--- config.mk ---
export PLATFORM = sky130hd
export DESIGN_NAME = round_word_seq
export DESIGN_NICKNAME = d
export VERILOG_FILES = /design/src/rtl/round_word_seq_pkg.sv /design/src/rtl/round_word_seq_mux.sv /design/src/rtl/round_word_seq.sv
export SDC_FILE = /design/constraint.sdc
export NUM_CORES = 1
export LEC_CHECK = 0
export BUFFER_PORTS_ARGS = -buffer_cell sky130_fd_sc_hd__buf_2
export CAP_MARGIN = 15
export CORE_UTILIZATION = 31
export DETAILED_ROUTE_END_ITERATION = 10
export HOLD_SLACK_MARGIN = 0.1
export PLACE_DENSITY = 0.49
export SETUP_SLACK_MARGIN = 0.02
export SYNTH_ARGS = -nofsm -noshare
export SYNTH_HDL_FRONTEND = slang
export SYNTH_HIERARCHICAL = 1
export SYNTH_SLANG_ARGS = --single-unit
--- constraint.sdc ---
create_clock -name clk -period 10.8 [get_ports clk]
set_clock_uncertainty 0.15 [all_clocks]
set_input_delay 0.54 -clock clk [delete_from_list [all_inputs] [get_ports clk]]
set_output_delay 0.54 -clock clk [all_outputs]
set_load 0.005 [all_outputs]
--- src/rtl/round_word_seq_pkg.sv ---
// Shared types and constants for the round-word store/sequencer.
package rws_pkg;
  typedef enum logic [1:0] {IDLE, READY, RUN} state_t;

  localparam int DEF_WIDTH = 32;
  localparam int DEF_DEPTH = 15;

  localparam logic DIR_FWD = 1'b0;
  localparam logic DIR_REV = 1'b1;
endpackage

--- src/rtl/round_word_seq_mux.sv ---
// word_mux_n: combinational DEPTH:1 word select; an index beyond DEPTH-1 yields zero.
module word_mux_n #(
  parameter int WIDTH = 32,
  parameter int DEPTH = 15,
  parameter int SEL_W = $clog2(DEPTH)
) (
  input  logic [DEPTH-1:0][WIDTH-1:0] words,
  input  logic [SEL_W-1:0]            idx,
  output logic [WIDTH-1:0]            word
);
  logic [DEPTH-1:0][WIDTH-1:0] masked;

  genvar gi;
  generate
    for (gi = 0; gi < DEPTH; gi++) begin : g_mask
      assign masked[gi] = (idx == SEL_W'(gi)) ? words[gi] : '0;
    end
  endgenerate

  // At most one lane is non-zero, so an OR-reduce is the select.
  always_comb begin
    word = '0;
    for (int i = 0; i < DEPTH; i++) begin
      word = word | masked[i];
    end
  end
endmodule

--- src/rtl/round_word_seq.sv ---
// round_word_seq: loads DEPTH round words, then streams NUM+1 of them forward or reverse on NEXT.
// Optional direct word read in READY is enabled by defining DIRECT_SEL_EN.
module round_word_seq
  import rws_pkg::*;
#(
  parameter int WIDTH = DEF_WIDTH,
  parameter int DEPTH = DEF_DEPTH,
  parameter int SEL_W = $clog2(DEPTH)
) (
  input  logic             clk,
  input  logic             rst,
  input  logic             clr,
  input  logic             wr_en,
  input  logic [WIDTH-1:0] wr_data,
  output logic             full,
  input  logic             start,
  input  logic             dir,
  input  logic [SEL_W-1:0] num,
  input  logic             next,
`ifdef DIRECT_SEL_EN
  input  logic             rd_en,
  input  logic [SEL_W-1:0] sel,
`endif
  output logic [WIDTH-1:0] dout,
  output logic             dvalid,
  output logic             done,
  output logic             busy,
  output logic             err
);
  state_t             state_reg, state_next;
  logic [SEL_W-1:0]   wptr_reg, wptr_next;
  logic [SEL_W-1:0]   idx_reg, idx_next;
  logic [SEL_W-1:0]   num_reg, num_next;
  logic               dir_reg, dir_next;
  logic [WIDTH-1:0]   dout_reg, dout_next;
  logic               dvalid_reg, dvalid_next;
  logic               done_reg, done_next;
  logic               err_reg, err_next;
  logic               mem_we;

  logic [WIDTH-1:0]            mem [DEPTH];
  logic [DEPTH-1:0][WIDTH-1:0] mem_flat;
  logic [SEL_W-1:0]            mux_idx;
  logic [WIDTH-1:0]            mux_word;
  logic                        num_ok;
  logic [SEL_W-1:0]            end_idx;

  // Word storage has no reset; contents survive clr.
  always_ff @(posedge clk) begin
    if (mem_we) mem[wptr_reg] <= wr_data;
  end

  genvar gi;
  generate
    for (gi = 0; gi < DEPTH; gi++) begin : g_flat
      assign mem_flat[gi] = mem[gi];
    end
  endgenerate

`ifdef DIRECT_SEL_EN
  logic sel_ok;
  assign sel_ok  = ({1'b0, sel} < (SEL_W+1)'(DEPTH));
  assign mux_idx = (state_reg == READY) ? sel : idx_reg;
`else
  assign mux_idx = idx_reg;
`endif

  word_mux_n #(.WIDTH(WIDTH), .DEPTH(DEPTH), .SEL_W(SEL_W)) u_mux (
    .words (mem_flat),
    .idx   (mux_idx),
    .word  (mux_word)
  );

  assign num_ok  = ({1'b0, num} < (SEL_W+1)'(DEPTH));
  assign end_idx = (dir_reg == DIR_FWD) ? num_reg : '0;

  always_comb begin
    state_next  = state_reg;
    wptr_next   = wptr_reg;
    idx_next    = idx_reg;
    num_next    = num_reg;
    dir_next    = dir_reg;
    dout_next   = dout_reg;
    dvalid_next = 1'b0;
    done_next   = 1'b0;
    err_next    = 1'b0;
    mem_we      = 1'b0;

    if (clr) begin
      state_next = IDLE;
      wptr_next  = '0;
    end else begin
      if (wr_en) begin
        if (state_reg == IDLE) begin
          mem_we = 1'b1;
          if (wptr_reg == SEL_W'(DEPTH - 1)) begin
            state_next = READY;
          end else begin
            wptr_next = wptr_reg + 1'b1;
          end
        end else begin
          err_next = 1'b1;
        end
      end

      if (start && state_reg == READY && num_ok) begin
        // An accepted START swallows NEXT (and direct reads) in the same cycle.
        state_next = RUN;
        dir_next   = dir;
        num_next   = num;
        idx_next   = (dir == DIR_REV) ? num : '0;
      end else begin
        if (start) err_next = 1'b1;
        if (next && state_reg == RUN) begin
          dout_next   = mux_word;
          dvalid_next = 1'b1;
          if (idx_reg == end_idx) begin
            done_next  = 1'b1;
            state_next = READY;
          end else if (dir_reg == DIR_REV) begin
            idx_next = idx_reg - 1'b1;
          end else begin
            idx_next = idx_reg + 1'b1;
          end
        end
`ifdef DIRECT_SEL_EN
        if (rd_en && !start) begin
          if (state_reg == READY) begin
            dout_next   = mux_word;
            dvalid_next = 1'b1;
            if (!sel_ok) err_next = 1'b1;
          end else begin
            err_next = 1'b1;
          end
        end
`endif
      end
    end
  end

  always_ff @(posedge clk or posedge rst) begin
    if (rst) begin
      state_reg  <= IDLE;
      wptr_reg   <= '0;
      idx_reg    <= '0;
      num_reg    <= '0;
      dir_reg    <= 1'b0;
      dout_reg   <= '0;
      dvalid_reg <= 1'b0;
      done_reg   <= 1'b0;
      err_reg    <= 1'b0;
    end else begin
      state_reg  <= state_next;
      wptr_reg   <= wptr_next;
      idx_reg    <= idx_next;
      num_reg    <= num_next;
      dir_reg    <= dir_next;
      dout_reg   <= dout_next;
      dvalid_reg <= dvalid_next;
      done_reg   <= done_next;
      err_reg    <= err_next;
    end
  end

  assign dout   = dout_reg;
  assign dvalid = dvalid_reg;
  assign done   = done_reg;
  assign err    = err_reg;
  assign busy   = (state_reg == RUN);
  assign full   = (state_reg != IDLE);
endmodule
Word-level counts from Yosys, hierarchy flattened. Memory sizes are Yosys's and may differ from the RTL's. Cells that the tools add are included.

Equal/unequal tests: 20. Reduce and logical (&&, ||, !) cells: 13. Order comparisons: 1. Add/sub/neg operators: 3. Bitwise logic cells: 16. Multiplexer cells: 49.

Operators by type and width (count): two-way mux 32 bit (15); bitwise OR 32 bit (14); two-way mux 4 bit (10); equality test 4 bit, second input constant (8); two-way mux 1 bit (17); equality test 4 x 3 -> 1 bit, second input constant (4); two-way mux 2 bit (7); AND reduction 3 bit (3); adder 4 x 1 -> 4 bit, second input constant (2); equality test 4 x 2 -> 1 bit, second input constant (2); nonzero test 2 bit (4); equality test 4 x 1 -> 1 bit, second input constant (1); equality test 4 bit (1); zero test 4 bit (1); < comparator 4 bit, second input constant (1); inequality test 2 bit, second input constant (2); subtractor 4 x 1 -> 4 bit, second input constant (1); logical AND 1 bit (3); equality test 2 x 1 -> 1 bit, second input constant (1); equality test 2 bit, second input constant (1); zero test 2 bit (1); NOT 1 bit (2); AND reduction 2 bit (1).

Logic and storage cells: 112. Memory bits (writable): 480. Memories kept: 1. Register bits: 50. Input bits: 43. Output and inout port bits: 37.

Memories: mem (depth 15, bits a word 32, rd ports 15, clocked after memory_dff 0, wr ports 1, RTL line round_word_seq.sv:41) `logic [WIDTH-1:0] mem [DEPTH];`.

Longest topological paths before layout. Gate-level depths: netlist (run 1).

Depth after elaboration: 16. Mapped depth: 10.

Hierarchy. The synthesis (run 1) kept the hierarchy.

By module, submodules not included: round_word_seq (area an instance 16814.9 µm², times used 1, cells an instance 686, seq. area each 15665.0 µm²); word_mux_n (area an instance 4096.4 µm², times used 1, cells an instance 556, seq. area each 0.0 µm²).

Worst setup path after synthesis (run 1). Ideal clock, no wire load.

Path kind: input to register. Start point: input port wr_en. End point: memory mem[1][0] (enable). Path buffers: 0. Stages: 4. Data required time: 10.189 ns. Path slack: 6.762 ns. Data arrival time: 3.427 ns. Cell sequence: or3b_4 > nor2_1 > nand2_1 > nor3_1.

Longest elaborated chain between the ends: 4.

RTL lines: from (decl) (RTL line round_word_seq.sv:13) `input logic wr_en,`; two-way mux 1 bit (RTL line round_word_seq.sv:93) `if (wr_en) begin`; two-way mux 1 bit (RTL line round_word_seq.sv:89) `if (clr) begin`; two-way mux 1 bit (RTL line round_word_seq.sv:50) `if (mem_we) mem[wptr_reg] <= wr_data;`; two-way mux 1 bit (not written as such) (RTL line round_word_seq.sv:50); to (decl) (RTL line round_word_seq.sv:41).

No other way between the ends.

Worst setup path in the final report (run 1).
Start point: register idx_reg[2]. End point: register dout_reg[9] (netlist: dout[9]).

Longest elaborated chain between the ends: 16. Elaborated cells on any way between the ends: 44. Those cells by class: 14 x eq/ne; 15 x mux; 14 x bitwise; 1 x reduce/logical.

RTL lines: from (decl) (RTL line round_word_seq.sv:32) `logic [SEL_W-1:0] idx_reg, idx_next;`; from (signal assigned) (RTL line round_word_seq.sv:155) `idx_reg <= idx_next;`; equality test 4 x 1 -> 1 bit or zero test 4 bit (tied branches) (RTL line round_word_seq_mux.sv:16) `assign masked[gi] = (idx == SEL_W'(gi)) ? words[gi] : '0;`; two-way mux 32 bit (RTL line round_word_seq_mux.sv:16); bitwise OR 32 bit (13 in series) (RTL line round_word_seq_mux.sv:24) `word = word | masked[i];`; bitwise OR 32 bit (*) (RTL line round_word_seq_mux.sv:24); via mux_word[9] (RTL line round_word_seq.sv:44) `logic [WIDTH-1:0] mux_word;`; to (signal assigned) (RTL line round_word_seq.sv:158) `dout_reg <= dout_next;`; to (decl) (RTL line round_word_seq.sv:35) `logic [WIDTH-1:0] dout_reg, dout_next;`.

The timed path passes the listed nets; every way through them passes the cells marked *. A chain may end at the register's enable or synchronous reset.

==> results of run 1 <==
## synthesized netlist by cell type, types with 9 or more instances
| master | n |
|---|---|
| a22oi_1 | 65 |
| buf_2 | 34 |
| a21bo_2 | 10 |
| mux2i_1 | 46 |
| nand2_1 | 41 |
| mux4_2 | 9 |
| o22ai_1 | 20 |
| a21oi_1 | 18 |
| a21boi_0 | 10 |
| o21ai_0 | 29 |
| inv_1 | 14 |
| or4_1 | 18 |
| a221oi_1 | 11 |
| nor2b_1 | 23 |
| dfrtp_1 | 50 |
| o211ai_1 | 21 |
| a22o_1 | 54 |
| nor2_1 | 45 |
| mux2_2 | 71 |
| o2bb2ai_1 | 10 |
| nand4_1 | 12 |
| edfxtp_1 | 480 |
| clkbuf_1 | 27 |
| nand3_1 | 37 |
## power breakdown
group          total [mW]  leakage, nW  switching, mW  internal [mW]
Sequential           2.32         4.99         0.0534           2.27
Combinational       0.582         2.29          0.353          0.228
Clock                1.97        0.914          0.792           1.18
Total                4.87         8.20           1.20           3.68
## how the worst max path moves through the flow
| stage | from | slack (ps) | to | cells past startpoint |
|---|---|---|---|---|
| 2_1_floorplan | wr_en | 6760 | mem[1][0] | 4 |
| 3_3_place_gp | idx_reg[2] | 7100 | dout[21] | 5 |
| 3_5_place_dp | idx_reg[2] | 6960 | dout[9] | 5 |
| 4_1_cts | idx_reg[2] | 6990 | dout[9] | 5 |
| 5_1_grt | idx_reg[2] | 6910 | dout[14] | 6 |
| 6_report | idx_reg[2] | 7060 | dout[9] | 6 |
## layer usage
layer / GRT usage / vias to the layer above / routed length, um
li1: - / 5157 / -
met1: 0.217 / 5984 / 24600
met2: 0.267 / 264 / 26200
met3: 0.0293 / 65 / 2430
met4: 0.0381 / 0 / 933
met5: 0 / - / 0
## final cells by class
cell class                 count  area, sq um  area share
sequential                   530        15700       0.643
clock inverter                24          317      0.0130
inverter                      14         52.6     0.00216
tap                          864         1080      0.0443
clock buffer                  78         1570      0.0645
timing repair buffer         120          727      0.0298
multi-input combinational    620         4960       0.203
## cells in the final DEF, fill, tap and decap left out, types with 21 or more instances in the layout
cell / netlist / routed
a22oi_1: 65 / 65
nand2_1: 41 / 41
buf_4: 5 / 30
nand3_1: 37 / 37
o21ai_0: 29 / 29
edfxtp_1: 480 / 480
a22o_1: 54 / 54
dfrtp_1: 50 / 46
clkbuf_16: 0 / 55
mux2_2: 71 / 71
buf_2: 34 / 80
nor2_1: 45 / 33
mux2i_1: 46 / 46
o211ai_1: 21 / 21
## per-stage QoR
| step | utilization | hold slack [ps] |
|---|---|---|
| after floorplan | - | 309 |
| after global placement | 0.338 | 346 |
| after detailed placement | 0.338 | 345 |
| after CTS | 0.368 | 110 |
| after global routing | 0.368 | 126 |
| final | 0.368 | 143 |
## critical path, delay by kind of cell, from the launching register on
family / cells / cell delay, ps
flip-flops: 1 / 910
AO/OA/AOI/OAI: 1 / 230
buffers and inverters: 1 / 260
AND/OR/NAND/NOR: 3 / 1790
multiplexers: 1 / 270
## cells by family (layout without fill, tap and decap cells)
group | count (synthesis) | after routing | share of synthesized area
AO/OA/AOI/OAI | 263 | 263 | 0.0957
XOR/XNOR | 6 | 6 | 0.00251
adder cells (fa/ha/maj) | 7 | 7 | 0.00455
buffers and inverters | 92 | 236 | 0.0220
flip-flops | 530 | 530 | 0.749
multiplexers | 127 | 127 | 0.0705
AND/OR/NAND/NOR | 217 | 217 | 0.0556
==> flow_summary_export.csv, run 1 <==
group,metric,value,unit
setup_path,startpoint_type,"flop",
detailed_routing,avgRoutedWirePerCell,24.1,um
sta,setup_violations,0,
floorplan,die_h,262,um
synth,synth_area_leaders,"edfxtp_1 69%, dfrtp_1 6.0%, mux2_2 3.8%",
clock_tree,holdBufCountCts,9,
layout,areaGrowthSynthToFinish,16.6,%
setup_path,slowest_delay,910,ps
sta,relSlewSlack,0.264,
sta,worst_slew_pin_slew,1100,ps
setup_path,r2r-end,"dout[9]",
layout,nets,1390,
clock_tree,cts_tree,"built",
outcome,outcome,"completed",
clock_tree,cts_buffer_depth,3,
setup_path,worstPathArrival,4090,ps
detailed_routing,drtIter0Drc,849,
power_and_ir_drop,finalPower,4.87,mW
detailed_routing,viasPerCell,5.10,
setup_path,critPathRequiredTime,11150,ps
global_route,antenna_found_initial,0,
setup_path,timing.rr.start,"idx_reg[2]",
worst_hold_path,hp-class,"in2reg",
floorplan,core,66200,sq um
layout,fin_area,24400,sq um
sta,slew_violations,0,
placed_design,dpl.hpwl,29300,um
synth,seq_area_frac_synth,0.749,
sta,period_share,0.346,
clock_tree,cts.sinks,530,
clock_tree,clkLatencyLatePin,620,ps
synth,netlist_instances,1242,
synth,synth_warnings,6,
floorplan,rows,94,
floorplan,die_w,262,um
flow_run,maxCapViolCount,0,
detailed_routing,wl,54200,um
synth,synth_top_cell_area_share,0.689,
setup_path,slowest_stage,"dfrtp_4",
setup_path,r2r_slack,7060,ps
clock_tree,cts_buffers,54,
clock_tree,cts_setup_buffers,0,
setup_path,cp_max_fo,52,
global_route,grt_max_degree,64,
floorplan,start_util,0.316,
power_and_ir_drop,p_leak,8.20,nW
worst_hold_path,worst_hold_startpoint,"wr_data[29]",
placed_design,place_area,22400,sq um
detailed_routing,drt_first_pass_iters,5,
layout,final_cells,2250,
detailed_routing,drc,0,
clock_tree,path_clk_slew,60,ps
placed_design,place.gp.congestion,0.737,
synth,syn_nets,1292,
layout,diodes,0,
sta,setup_tns,0,ps
setup_path,crit_type,"reg2reg",
placed_design,portBuffers,79,
sta,min_period,3740,ps
sta,fin_ws,7060,ps
synth,yosys.area.top_type,"edfxtp_1",
power_and_ir_drop,ir_drop,0.0000980,V
synth,synth_cell_types,67,
detailed_routing,ant_nets,0,
setup_path,reg2reg_depth,6,
layout,largest_register_ffs,480,
worst_hold_path,whs_path_depth,1,
synth,yosys_most_used_dff,"edfxtp_1",
sta,clock.fmax,267,MHz
sta,finalHoldViolCount,0,
global_route,grt_pass1_wl,80100,um
placed_design,dp_cells,2137,
global_route,track_usage,0.161,
clock_tree,cts-resized-gates,0,
layout,num-fill-cells,6178,
floorplan,ios,80,
synth,synth-edff-count,480,
global_route,grt_pass1_vias,11900,
floorplan,die_area,68500,sq um
detailed_routing,num_vias,11500,
placed_design,dp_slack,6960,ps
layout,drive_gt1_frac,0.232,
global_route,overflow,0,
synth,async_reset_ff_frac,0.0943,
worst_hold_path,min_to,"mem[0][29]",
synth,synth_area,20900,sq um
setup_path,end_kind,"flop",
power_and_ir_drop,power.density,200,nW/um^2
clock_tree,h-tree-depth,2,
sta,rsz0062_at_grt,"false",
setup_path,worstPathCellList,"nand2b_1 -> nor2_1 -> buf_6 -> a22o_1 -> or4_1 -> mux2_2",
synth,ys_ff_latch,530,
clock_tree,cts_root_buf,"clkbuf_16",
synth,avgSynthCellArea,16.8,sq um
No activity file was read; power rests on OpenSTA's default activity.
==> run 2: changes to the inputs <==
--- a/config.mk
+++ b/config.mk
@@ -10,7 +10,7 @@
 export CORE_UTILIZATION = 31
 export DETAILED_ROUTE_END_ITERATION = 10
 export HOLD_SLACK_MARGIN = 0.1
-export PLACE_DENSITY = 0.49
+export PLACE_DENSITY = 0.5
 export SETUP_SLACK_MARGIN = 0.02
 export SYNTH_ARGS = -nofsm -noshare
 export SYNTH_HDL_FRONTEND = slang
==> constraint.sdc (replaced) <==
create_clock -name clk -period 3.2 [get_ports clk]
set_clock_uncertainty 0.15 [all_clocks]
set_input_delay 0.16 -clock clk [delete_from_list [all_inputs] [get_ports clk]]
set_output_delay 0.16 -clock clk [all_outputs]
set_load 0.005 [all_outputs]
==> flow_summary_export.csv, run 2 (synthesized netlist as in run 1, its figures left out) <==
group,metric,value,unit
power_and_ir_drop,p_leak,8.56,nW
floorplan,core,66200,sq um
floorplan,start_util,0.316,
layout,final_cell_mix,"480 x edfxtp_1, 79 x buf_2, 71 x mux2_2",
setup_path,slowest_stage,"dfrtp_4",
global_route,grt_max_degree,41,
flow_run,maxCapViolCount,0,
floorplan,die_h,262,um
setup_path,worstPathArrival,3270,ps
layout,nets,1478,
clock_tree,cts_buffer_depth,3,
sta,setup_tns,0,ps
setup_path,end_kind,"flop",
sta,worst_slew_pin_slew,1170,ps
detailed_routing,avgRoutedWirePerCell,23.7,um
layout,num-fill-cells,6196,
clock_tree,clkLatencyLatePin,600,ps
global_route,overflow,0,
layout,fin_util,0.380,
sta,finalHoldViolCount,0,
clock_tree,cts_tree,"built",
detailed_routing,ant_nets,0,
setup_path,critPathRequiredTime,3590,ps
setup_path,path_buf_inv,2,
global_route,antenna_found_initial,2,
worst_hold_path,hp-class,"in2reg",
floorplan,die_w,262,um
worst_hold_path,worst_hold_startpoint,"wr_data[14]",
sta,relSlewSlack,0.216,
layout,largest_register_ffs,480,
clock_tree,h-tree-depth,2,
clock_tree,cts_root_buf,"clkbuf_16",
detailed_routing,drc,0,
power_and_ir_drop,finalPower,16.3,mW
layout,final_common_cell,"edfxtp_1",
clock_tree,cts.sinks,530,
layout,drive_gt1_frac,0.241,
floorplan,ios,80,
sta,slew_violations,0,
setup_path,worstPathCellList,"buf_12 -> nor4b_1 -> a21oi_1 -> a211oi_4 -> nand3_1 -> a311oi_1 -> dlygate4sd3_1",
power_and_ir_drop,power.density,647,nW/um^2
setup_path,setup.worst_path.start,"idx_reg[0]",
layout,fin_area,25200,sq um
placed_design,place_area,22800,sq um
setup_path,cp_max_fo,40,
sta,rsz0062_at_grt,"false",
floorplan,die_area,68500,sq um
sta,min_period,2880,ps
outcome,outcome,"completed",
placed_design,place.gp.congestion,0.751,
detailed_routing,wl,55400,um
detailed_routing,drtIter0Drc,911,
sta,setup_violations,0,
setup_path,timing.rr.start,"idx_reg[0]",
global_route,track_usage,0.162,
sta,period_share,0.901,
detailed_routing,viasPerCell,5.05,
clock_tree,cts_buffers,55,
setup_path,slowest_delay,610,ps
detailed_routing,drt_first_pass_iters,5,
sta,whs,321,ps
clock_tree,cts-resized-gates,0,
clock_tree,path_clk_slew,60,ps
layout,areaGrowthSynthToFinish,20.5,%
power_and_ir_drop,ir_drop,0.000381,V
setup_path,startpoint_type,"flop",
placed_design,portBuffers,79,
setup_path,crit_type,"reg2reg",
floorplan,rows,94,
global_route,grt_pass1_wl,81200,um
placed_design,dpl.hpwl,33000,um
global_route,grt_pass1_vias,12100,
detailed_routing,num_vias,11800,
setup_path,cpLargestDelayFamily,"buffers and inverters",
sta,clock.fmax,347,MHz
==> run 2: changes by cell type in the layout (fill, tap and decap cells not counted), moves of 3 or more <==
cell and change:
nor3_2 -4, clkinv_1 -3, buf_12 +9, clkinvlp_4 -3, clkbuf_1 +11, buf_4 +31, dlygate4sd3_1 +47, nor3_4 +4
clkbuf_8 -4
==> run 2: stage by stage <==
| step | worst slack [ps] | std cells |
|---|---|---|
| global route | 140 | 2338 |
| finish | 315 | 2338 |
| global placement | 279 | 2177 |
| floorplan | 110 | 1242 |
| CTS | 162 | 2335 |
| detailed placement | 277 | 2177 |
==> run 2: final cells by class <==
cell class,instances,area [sq um],area share
sequential,530,15700,0.622
multi-input combinational,620,4970,0.197
timing repair buffer,207,1630,0.0647
clock inverter,17,213,0.00844
clock buffer,85,1560,0.0619
tap,864,1080,0.0429
inverter,14,52.6,0.00209
antenna,1,2.50,0.0000993
==> run 2: power breakdown <==
part | internal [mW] | leakage, nW | switching (mW)
sequential | 7.66 | 4.99 | 0.129
combinational | 0.909 | 2.70 | 1.29
clock | 3.74 | 0.863 | 2.58
==> run 2: worst paths after layout <==
kind	endpoint	slack (ps)	cells past startpoint
max reg2reg	state_reg[0]	320	7
max in group asynchronous	idx_reg[0]	1770	5
min reg2reg	dout[6]	350	1
min	mem[1][14]	320	2
max	state_reg[0]	320	7
min in group asynchronous	done	390	4
==> run 2: metal layers <==
layer | up-vias | part of all wire | track usage
met4 | 2 | 0.016 | 0.0433
met5 | - | 0.00018 | 0
met1 | 6147 | 0.46 | 0.229
met3 | 58 | 0.049 | 0.0248
met2 | 265 | 0.47 | 0.261
li1 | 5327 | - | -
==> run 2: what timing repair did <==
| action | in CTS | in global routing |
|---|---|---|
| hold endpoints to repair | 548 | 0 |
| setup buffers | 0 | 1 |
| hold buffers | 56 | 0 |
| setup endpoints to repair | 0 | 1 |
